`src/rtl/pe_pkg.sv`:
```
// Shared types and helpers for the systolic MAC processing element.
//   pe_state_e : drain controller states
//   sat_max/sat_min : saturation bounds for a given accumulator width/signedness
//                     (returned zero-extended in 64 bits; callers slice to ACC_W)
//   cnt_w      : drain counter width for a given chain position (minimum 1)
package pe_pkg;

  typedef enum logic {ST_ACC, ST_DRAIN} pe_state_e;

  function automatic logic [63:0] sat_max(int acc_w, bit sgn);
    logic [63:0] r;
    r = '0;
    for (int i = 0; i < 64; i++)
      if (i < acc_w - (sgn ? 1 : 0)) r[i] = 1'b1;
    return r;
  endfunction

  function automatic logic [63:0] sat_min(int acc_w, bit sgn);
    logic [63:0] r;
    r = '0;
    for (int i = 0; i < 64; i++)
      if (sgn && (i == acc_w - 1)) r[i] = 1'b1;
    return r;
  endfunction

  function automatic int cnt_w(int chain_pos);
    return (chain_pos < 1) ? 1 : $clog2(chain_pos + 1);
  endfunction

endpackage

```
`src/rtl/pe_sat_add.sv`:
```
// Combinational ACC_W adder with optional saturation.
//   a_i, b_i : addends (two's complement when SIGNED, else unsigned)
//   sum_o    : clamped (SAT_EN) or wrapped sum
//   ovf_o    : true sum not representable in ACC_W bits
module pe_sat_add
  import pe_pkg::*;
#(
  parameter int ACC_W  = 24,
  parameter int SIGNED = 1,
  parameter int SAT_EN = 1
) (
  input  logic [ACC_W-1:0] a_i,
  input  logic [ACC_W-1:0] b_i,
  output logic [ACC_W-1:0] sum_o,
  output logic             ovf_o
);

  localparam logic [63:0] MAX64 = sat_max(ACC_W, SIGNED != 0);
  localparam logic [63:0] MIN64 = sat_min(ACC_W, SIGNED != 0);
  localparam logic [ACC_W-1:0] MAXV = MAX64[ACC_W-1:0];
  localparam logic [ACC_W-1:0] MINV = MIN64[ACC_W-1:0];

  logic [ACC_W:0] raw;
  assign raw = {1'b0, a_i} + {1'b0, b_i};

  always_comb begin
    sum_o = raw[ACC_W-1:0];
    // Signed overflow: like-signed addends producing an opposite-signed result.
    if (SIGNED != 0) ovf_o = (a_i[ACC_W-1] == b_i[ACC_W-1]) && (raw[ACC_W-1] != a_i[ACC_W-1]);
    else             ovf_o = raw[ACC_W];
    // On signed overflow both addends share a sign, so a_i's sign picks the bound.
    if (ovf_o && (SAT_EN != 0))
      sum_o = ((SIGNED != 0) && a_i[ACC_W-1]) ? MINV : MAXV;
  end

endmodule

```
`src/rtl/pe_mac_stream.sv`:
```
// Output-stationary systolic PE with registered multiply, saturating
// accumulate, sticky overflow and a column result drain chain.
//   a_in/a_vin, b_in/b_vin : operands in; forwarded one cycle later on a_out/b_out
//   clear                  : zero accumulator and overflow
//   drain                  : snapshot tile result onto c_out, start pass-through
//   c_in/c_vin             : upstream results passed through while draining
//   c_out/c_vout           : result chain output
//   ovf                    : sticky overflow for the tile being accumulated
//   busy                   : passing upstream results through
module pe_mac_stream
  import pe_pkg::*;
#(
  parameter int DATA_W    = 8,
  parameter int ACC_W     = 24,
  parameter int SIGNED    = 1,
  parameter int SAT_EN    = 1,
  parameter int CHAIN_POS = 0
) (
  input  logic              clk,
  input  logic              reset,
  input  logic [DATA_W-1:0] a_in,
  input  logic              a_vin,
  input  logic [DATA_W-1:0] b_in,
  input  logic              b_vin,
  input  logic              clear,
  input  logic              drain,
  input  logic [ACC_W-1:0]  c_in,
  input  logic              c_vin,
  output logic [DATA_W-1:0] a_out,
  output logic              a_vout,
  output logic [DATA_W-1:0] b_out,
  output logic              b_vout,
  output logic [ACC_W-1:0]  c_out,
  output logic              c_vout,
  output logic              ovf,
  output logic              busy
);

  localparam int PW = 2 * DATA_W;
  localparam int CW = cnt_w(CHAIN_POS);

  pe_state_e         state_q, state_d;
  logic [CW-1:0]     cnt_q, cnt_d;
  logic [DATA_W-1:0] a_q, b_q;
  logic              av_q, bv_q;
  logic [PW-1:0]     prod_q, prod_d;
  logic              pv_q, pv_d;
  logic [ACC_W-1:0]  acc_q, acc_d;
  logic              ovf_q, ovf_d;
  logic [ACC_W-1:0]  c_q, c_d;
  logic              cv_q, cv_d;

  logic [PW-1:0]     mul;
  logic [ACC_W-1:0]  prod_ext, addend, sum;
  logic              add_ovf, snap;

  generate
    if (SIGNED != 0) begin : g_sgn
      assign mul      = PW'($signed(a_in)) * PW'($signed(b_in));
      assign prod_ext = ACC_W'($signed(prod_q));
    end else begin : g_uns
      assign mul      = PW'(a_in) * PW'(b_in);
      assign prod_ext = ACC_W'(prod_q);
    end
  endgenerate

  // With no product pending the adder sees +0, so sum is simply acc_q.
  assign addend = pv_q ? prod_ext : '0;

  pe_sat_add #(.ACC_W(ACC_W), .SIGNED(SIGNED), .SAT_EN(SAT_EN)) u_add (
    .a_i   (acc_q),
    .b_i   (addend),
    .sum_o (sum),
    .ovf_o (add_ovf)
  );

  assign snap = (state_q == ST_ACC) && drain;

  always_comb begin
    state_d = state_q;
    cnt_d   = cnt_q;
    c_d     = c_q;
    cv_d    = 1'b0;
    pv_d    = a_vin & b_vin;
    prod_d  = (a_vin & b_vin) ? mul : prod_q;
    acc_d   = sum;
    ovf_d   = ovf_q | (pv_q & add_ovf);
    // Snapshot takes the accumulator-next value (pending product included,
    // even alongside clear); the next tile starts from zero.
    if (clear || snap) begin
      acc_d = '0;
      ovf_d = 1'b0;
    end
    case (state_q)
      ST_ACC: begin
        if (drain) begin
          c_d   = sum;
          cv_d  = 1'b1;
          cnt_d = CW'(CHAIN_POS);
          if (CHAIN_POS > 0) state_d = ST_DRAIN;
        end
      end
      ST_DRAIN: begin
        c_d  = c_in;
        cv_d = c_vin;
        if (c_vin) begin
          cnt_d = cnt_q - CW'(1);
          if (cnt_q == CW'(1)) state_d = ST_ACC;
        end
      end
      default: state_d = ST_ACC;
    endcase
  end

  always_ff @(posedge clk or posedge reset) begin
    if (reset) begin
      state_q <= ST_ACC;
      cnt_q   <= '0;
      a_q     <= '0;
      av_q    <= 1'b0;
      b_q     <= '0;
      bv_q    <= 1'b0;
      prod_q  <= '0;
      pv_q    <= 1'b0;
      acc_q   <= '0;
      ovf_q   <= 1'b0;
      c_q     <= '0;
      cv_q    <= 1'b0;
    end else begin
      state_q <= state_d;
      cnt_q   <= cnt_d;
      a_q     <= a_in;
      av_q    <= a_vin;
      b_q     <= b_in;
      bv_q    <= b_vin;
      prod_q  <= prod_d;
      pv_q    <= pv_d;
      acc_q   <= acc_d;
      ovf_q   <= ovf_d;
      c_q     <= c_d;
      cv_q    <= cv_d;
    end
  end

  assign a_out  = a_q;
  assign a_vout = av_q;
  assign b_out  = b_q;
  assign b_vout = bv_q;
  assign c_out  = c_q;
  assign c_vout = cv_q;
  assign ovf    = ovf_q;
  assign busy   = (state_q == ST_DRAIN);

endmodule

```
`config.mk`:
```
export PLATFORM = sky130hd
export DESIGN_NAME = pe_mac_stream
export DESIGN_NICKNAME = d
export VERILOG_FILES = /design/src/rtl/pe_pkg.sv /design/src/rtl/pe_sat_add.sv /design/src/rtl/pe_mac_stream.sv
export SDC_FILE = /design/constraint.sdc
export NUM_CORES = 1
export LEC_CHECK = 0
export BUFFER_PORTS_ARGS = -buffer_cell sky130_fd_sc_hd__buf_2
export CAP_MARGIN = 30
export CORE_ASPECT_RATIO = 1.5
export CORE_MARGIN = 2
export CORE_UTILIZATION = 55
export CTS_CLUSTER_DIAMETER = 80
export DETAILED_ROUTE_END_ITERATION = 16
export PLACE_DENSITY = 0.76
export SKIP_LAST_GASP = 1
export SYNTH_ARGS = -nofsm -noshare
export SYNTH_HDL_FRONTEND = slang
export SYNTH_HIERARCHICAL = 1
export SYNTH_SLANG_ARGS = --single-unit
```
`constraint.sdc`:
```
create_clock -name clk -period 4.7 [get_ports clk]
set_input_delay 0.94 -clock clk [delete_from_list [all_inputs] [get_ports clk]]
set_output_delay 0.94 -clock clk [all_outputs]
set_load 0.02 [all_outputs]
```
======== After elaboration in Yosys (flattened, before gate mapping) ========
Index checks and enable logic that the tools add are counted.
cells by class
  $add $sub $neg .......................... 2
  multiply operators ...................... 1
  eq/ne operators ......................... 4
  mux-type cells .......................... 15
  bitwise gates (word level) .............. 4
  reductions and logical operators ........ 4
operator list
  cell                                           number
  24-bit 2-to-1 mux                              5
  24-bit one-hot mux with 2 select lines         1
  24-bit adder                                   1
  8-bit by 8-bit multiplier with 16-bit output   1
  1-bit 2-to-1 mux                               7
  2-bit inequality test (second input constant)  2
  1-bit one-hot mux with 2 select lines          2
  1-bit bitwise AND                              2
  1-bit logical AND                              2
  2-bit AND reduction                            1
  1-bit == test                                  1
  1-bit logical OR                               1
  1-bit inequality test                          1
  1-bit NOT                                      1
  1-bit OR                                       1
  1-bit subtractor (second input constant)       1
word-level totals
  register bits ........................... 87
  input port bits ......................... 47
  output and inout bits ................... 45
  word-level logic and storage cells ...... 42

======== Logic depth before layout (Yosys ltp) ========
  word-level depth ........................ 7
  depth in mapped cells ................... 18
  gate-level depth less buffers ........... 18

======== Hierarchy ========
The synthesis kept the hierarchy.
modules (own cells, without submodules)
  module         instances  cells each  area an instance (um^2)
  pe_mac_stream  1          534         5,630.4
  pe_sat_add     1          235         1,602.8

======== Worst setup path after synthesis ========
Ideal clock, no wire load.
  kind .................................... input port to flip-flop
  from .................................... input port a_in[7]
  to ...................................... register prod_q[14]
  arrival ................................. 4,477 ps
  slack ................................... 103 ps
  cell stages on the path ................. 11
  cells stage by stage .................... nand2_1 -> fa_1 -> fa_1 -> fa_1 -> fa_1 -> inv_1 -> ha_1 -> a211o_1 -> o311ai_1 -> nand3_1 -> a31o_1
on the way
  cells in the longest elaborated chain, start to end .. 1
RTL lines
  item                                          RTL line              text
  start, declared                               pe_mac_stream.sv:21   input logic [DATA_W-1:0] a_in,
  8-bit by 8-bit multiplier with 16-bit output  pe_mac_stream.sv:59   assign mul = PW'($signed(a_in)) * PW'($signed(b_in));
  end signal, assigned                          pe_mac_stream.sv:136  prod_q <= prod_d;
  end, declared                                 pe_mac_stream.sv:46   logic [PW-1:0] prod_q, prod_d;
Every way passes these cells.
A chain may end at the register's enable or synchronous reset.

======== Worst setup path after layout ========
  from .................................... input port a_in[5]
  to ...................................... register prod_q[14]
The elaborated chain is that of the path after synthesis.

==> impl_metrics.py <==
metrics = {
    "synthesis": {
        "yosysSeqAreaShare": 0.301,
        "synth_top_area_frac": 0.301,
        "ys_ff_latch": 87,
        "yosys.area.top_type": "dfrtp_1",
        "yosysUniqueCellTypes": 64,
        "synth_enable_flop_cells": 0,
        "syn_area_um2": 7230,
        "avgSynthCellArea_um2": 9.41,
        "ys.warnings.count": 6,
        "synth-async-reset-ratio": 1.00,
        "synth_ff_type": "dfrtp_1",
        "synthesis.nets": 924,
        "synth.area.top_cells": "dfrtp_1, fa_1, ha_1",
        "syn_inst": 769,
    },
    "die": {
        "die_w_um": 97.6,
        "row_count": 51,
        "io_pins": 92,
        "die_h_um": 144,
        "die-area_um2": 14100,
        "start_util": 0.561,
        "core-area_um2": 12900,
    },
    "sta": {
        "finClkSkew_ns": 0.0114,
        "relSlewSlack": 0.288,
        "worst_slack_ns": 0.198,
        "fin_crit_ns": 4.50,
        "drv_slew": 0,
        "final-setup-viol-count": 0,
        "max_freq_ghz": 0.222,
        "worstMarginPinSlew_ns": 1.07,
        "finalCritPeriodShare": 0.958,
        "rsz0062_at_grt": "true",
        "hold_viol": 0,
    },
    "layout": {
        "final_nets": 1048,
        "final_area_um2": 8480,
        "final_cell_count_no_fill": 1059,
        "post-route-util": 0.658,
        "drive_gt1_frac": 0.204,
        "areaGrowthSynthToFinish_pct": 17.2,
    },
    "grt": {
        "grt_usage": 0.259,
        "grt_max_degree": 45,
        "first_global_vias": 6324,
        "antenna_found_initial": 0,
        "grt_overflow_total": 0,
        "grt_pass1_wl_um": 29200,
    },
    "critical_path": {
        "criticalPathCategory": "input pin to flip-flop",
        "startpoint_type": "input pin",
        "endpoint_kind": "flip-flop",
        "crit_chain": "buf_2, and2_1, fa_1, inv_1, fa_1, inv_1, fa_1, inv_1, fa_1, inv_1, ha_1, o21ai_2, a21oi_2, o311ai_2, a21o_1, a31o_1",
        "cpPeakStageDelay_ns": 0.53,
        "critPathArrivalTime_ns": 4.73,
        "cp_slowest_cell": "fa_1",
        "cp.required_ns": 4.93,
        "cp_max_fo": 7,
    },
    "clocking": {
        "postCtsHoldBufs": 0,
        "post_cts_resized": 0,
        "cts_num_sinks": 87,
        "clockBufferDepth": 2,
        "htree_levels": 3,
        "cts_setup_buffers": 0,
        "clkTransAtPathRegs_ns": 0.07,
        "numCtsBuffers": 9,
        "cts_root_buffer": "clkbuf_16",
        "clk_latency_ns": 0.35,
        "cts_tree": "built",
    },
    "route": {
        "drc": 0,
        "vias_per_cell": 5.57,
        "antenna_left": 0,
        "firstDrtPassIters": 5,
        "routedWlPerCell_um": 16.6,
        "vias": 5895,
        "wl_um": 17600,
        "drt_first_iter_violations": 276,
    },
    "placement": {
        "dp_hpwl_um": 14100,
        "portBuffers": 91,
        "dp_worst_setup_slack_ns": -0.244,
        "placed_area_um2": 8160,
        "dp_cells": 1041,
        "place_congestion": 0.925,
    },
    "run": {
        "cap_violations": 0,
    },
    "power": {
        "power_leakage_uw": 0.00440,
        "peakVddDrop_v": 0.000214,
        "power_density_nw_per_um2": 462,
    },
    "hold_path": {
        "min_path_type": "flip-flop to flip-flop",
    },
    "status": {
        "outcome": "finished clean",
    },
}
logic make-up after synthesis:
logic type | count (synthesis) | share of synthesized area
flops | 87 | 0.301
xor+xnor | 30 | 0.0363
buf+inv | 114 | 0.0624
mux | 31 | 0.0439
simple gates | 236 | 0.168
fa+ha+maj | 108 | 0.245
compound gates | 163 | 0.143
synthesized netlist by cell type, types with 2 or more instances:
cell and number:
a211o_1 3, o311ai_1 2, nand3_1 8, xor2_1 9, nand2b_1 5, ha_1 52
and3_1 4, a211oi_1 5, nor2b_1 7, a31oi_1 4, inv_1 88, buf_4 4
o21a_1 2, nand4_1 6, mux2i_1 25, mux2_2 6, o21ai_0 55, xnor2_1 21
fa_1 56, a21oi_1 33, nand2_1 81, a31o_2 2, o22ai_1 4, o21ai_1 7
and2_1 79, nor3b_1 3, o211ai_1 4, o31ai_1 4, o31a_1 2, nor2_1 27
o21bai_1 3, clkbuf_1 14, nor3_1 5, a21o_1 17, buf_2 7, dfrtp_1 87
sequential cells by signal, summed over array words and instances (netlist names):
name    cells
b_out       8
acc_q      24
a_vout      1
cnt_q       1
c_vout      1
busy        1
a_out       8
pv_q        1
c_out      24
b_vout      1
prod_q     16
ovf         1
worst paths after layout:
| path | startpoint | end | slack, ns | depth (start not counted) |
|---|---|---|---|---|
| setup / recovery | a_in[5] | prod_q[14]$_DFFE_PP0P_ | 0.20 | 16 |
| max in group asynchronous | reset | pv_q$_DFF_PP0_ | 3.24 | 4 |
| hold / removal | prod_q[10]$_DFFE_PP0P_ | prod_q[10]$_DFFE_PP0P_ | 0.48 | 2 |
| hold reg to reg | prod_q[10]$_DFFE_PP0P_ | prod_q[10]$_DFFE_PP0P_ | 0.48 | 2 |
| setup reg to reg | pv_q$_DFF_PP0_ | c_out[16]$_DFFE_PP0P_ | 0.91 | 11 |
| min in group asynchronous | reset | b_out[7]$_DFF_PP0_ | 0.51 | 2 |
layer usage:
metal | track usage | routed length [um] | vias up
met5 | 0 | 0 | -
met4 | 0.143 | 935 | 0
li1 | - | - | 2810
met2 | 0.510 | 9780 | 140
met1 | 0.258 | 6310 | 2890
met3 | 0.0377 | 562 | 55
layout by cell type, fill, tap and decap left out, types with 3 or more instances in the layout:
cell type / n
and3_1: 4
o21ai_0: 53
o21bai_1: 3
o22ai_1: 4
xnor2_1: 21
mux2i_1: 25
inv_6: 3
nand4_1: 6
a21oi_1: 31
o211ai_1: 4
nor3b_1: 3
o31ai_1: 4
nor2_1: 27
xor2_1: 9
a21oi_2: 3
and2_1: 79
nor2b_1: 7
nand3_1: 8
nor3_1: 5
fa_1: 55
buf_4: 45
clkbuf_16: 9
nand2b_1: 5
a31oi_1: 4
ha_1: 52
a211o_1: 3
a211oi_1: 5
o21ai_1: 8
dfrtp_1: 87
a21o_1: 17
inv_1: 85
nand2_1: 81
buf_2: 91
mux2_2: 6
through the flow:
| stage | hold WS, ns | TNS [ns] | total power (uW) |
|---|---|---|---|
| after floorplan | 0.440 | 0 | 2510 |
| after global placement | 0.455 | -0.385 | 3080 |
| after detailed placement | 0.465 | -1.01 | 3170 |
| after CTS | 0.481 | 0 | 3920 |
| after global routing | 0.514 | -0.0171 | 4240 |
| final | 0.478 | 0 | 3920 |
report_power, final:
part           switching [uW]  internal (uW)  total, uW  leakage, uW
clock                     343            388        731     0.000148
combinational            1200            940       2140      0.00313
sequential                108            938       1050      0.00112
total                    1650           2270       3920      0.00440
worst max-delay path, delay by kind of cell:
kind / cells / cell delay, ns
adder cells (fa/ha/maj): 5 / 2.39
AO/OA/AOI/OAI: 5 / 0.86
buffers and inverters: 5 / 0.37
AND/OR/NAND/NOR: 1 / 0.17
layout make-up:
cell class	count	area, um^2
multi-input cells	568	4630
diodes	2	5.00
clock buffers	10	239
fillers	1042	4410
repair buffers	138	841
well taps	159	199
flip-flops and latches	87	2180
inverters	89	335
clock inverters	6	57.6
Note: power is estimated with default switching activity, not from simulation.
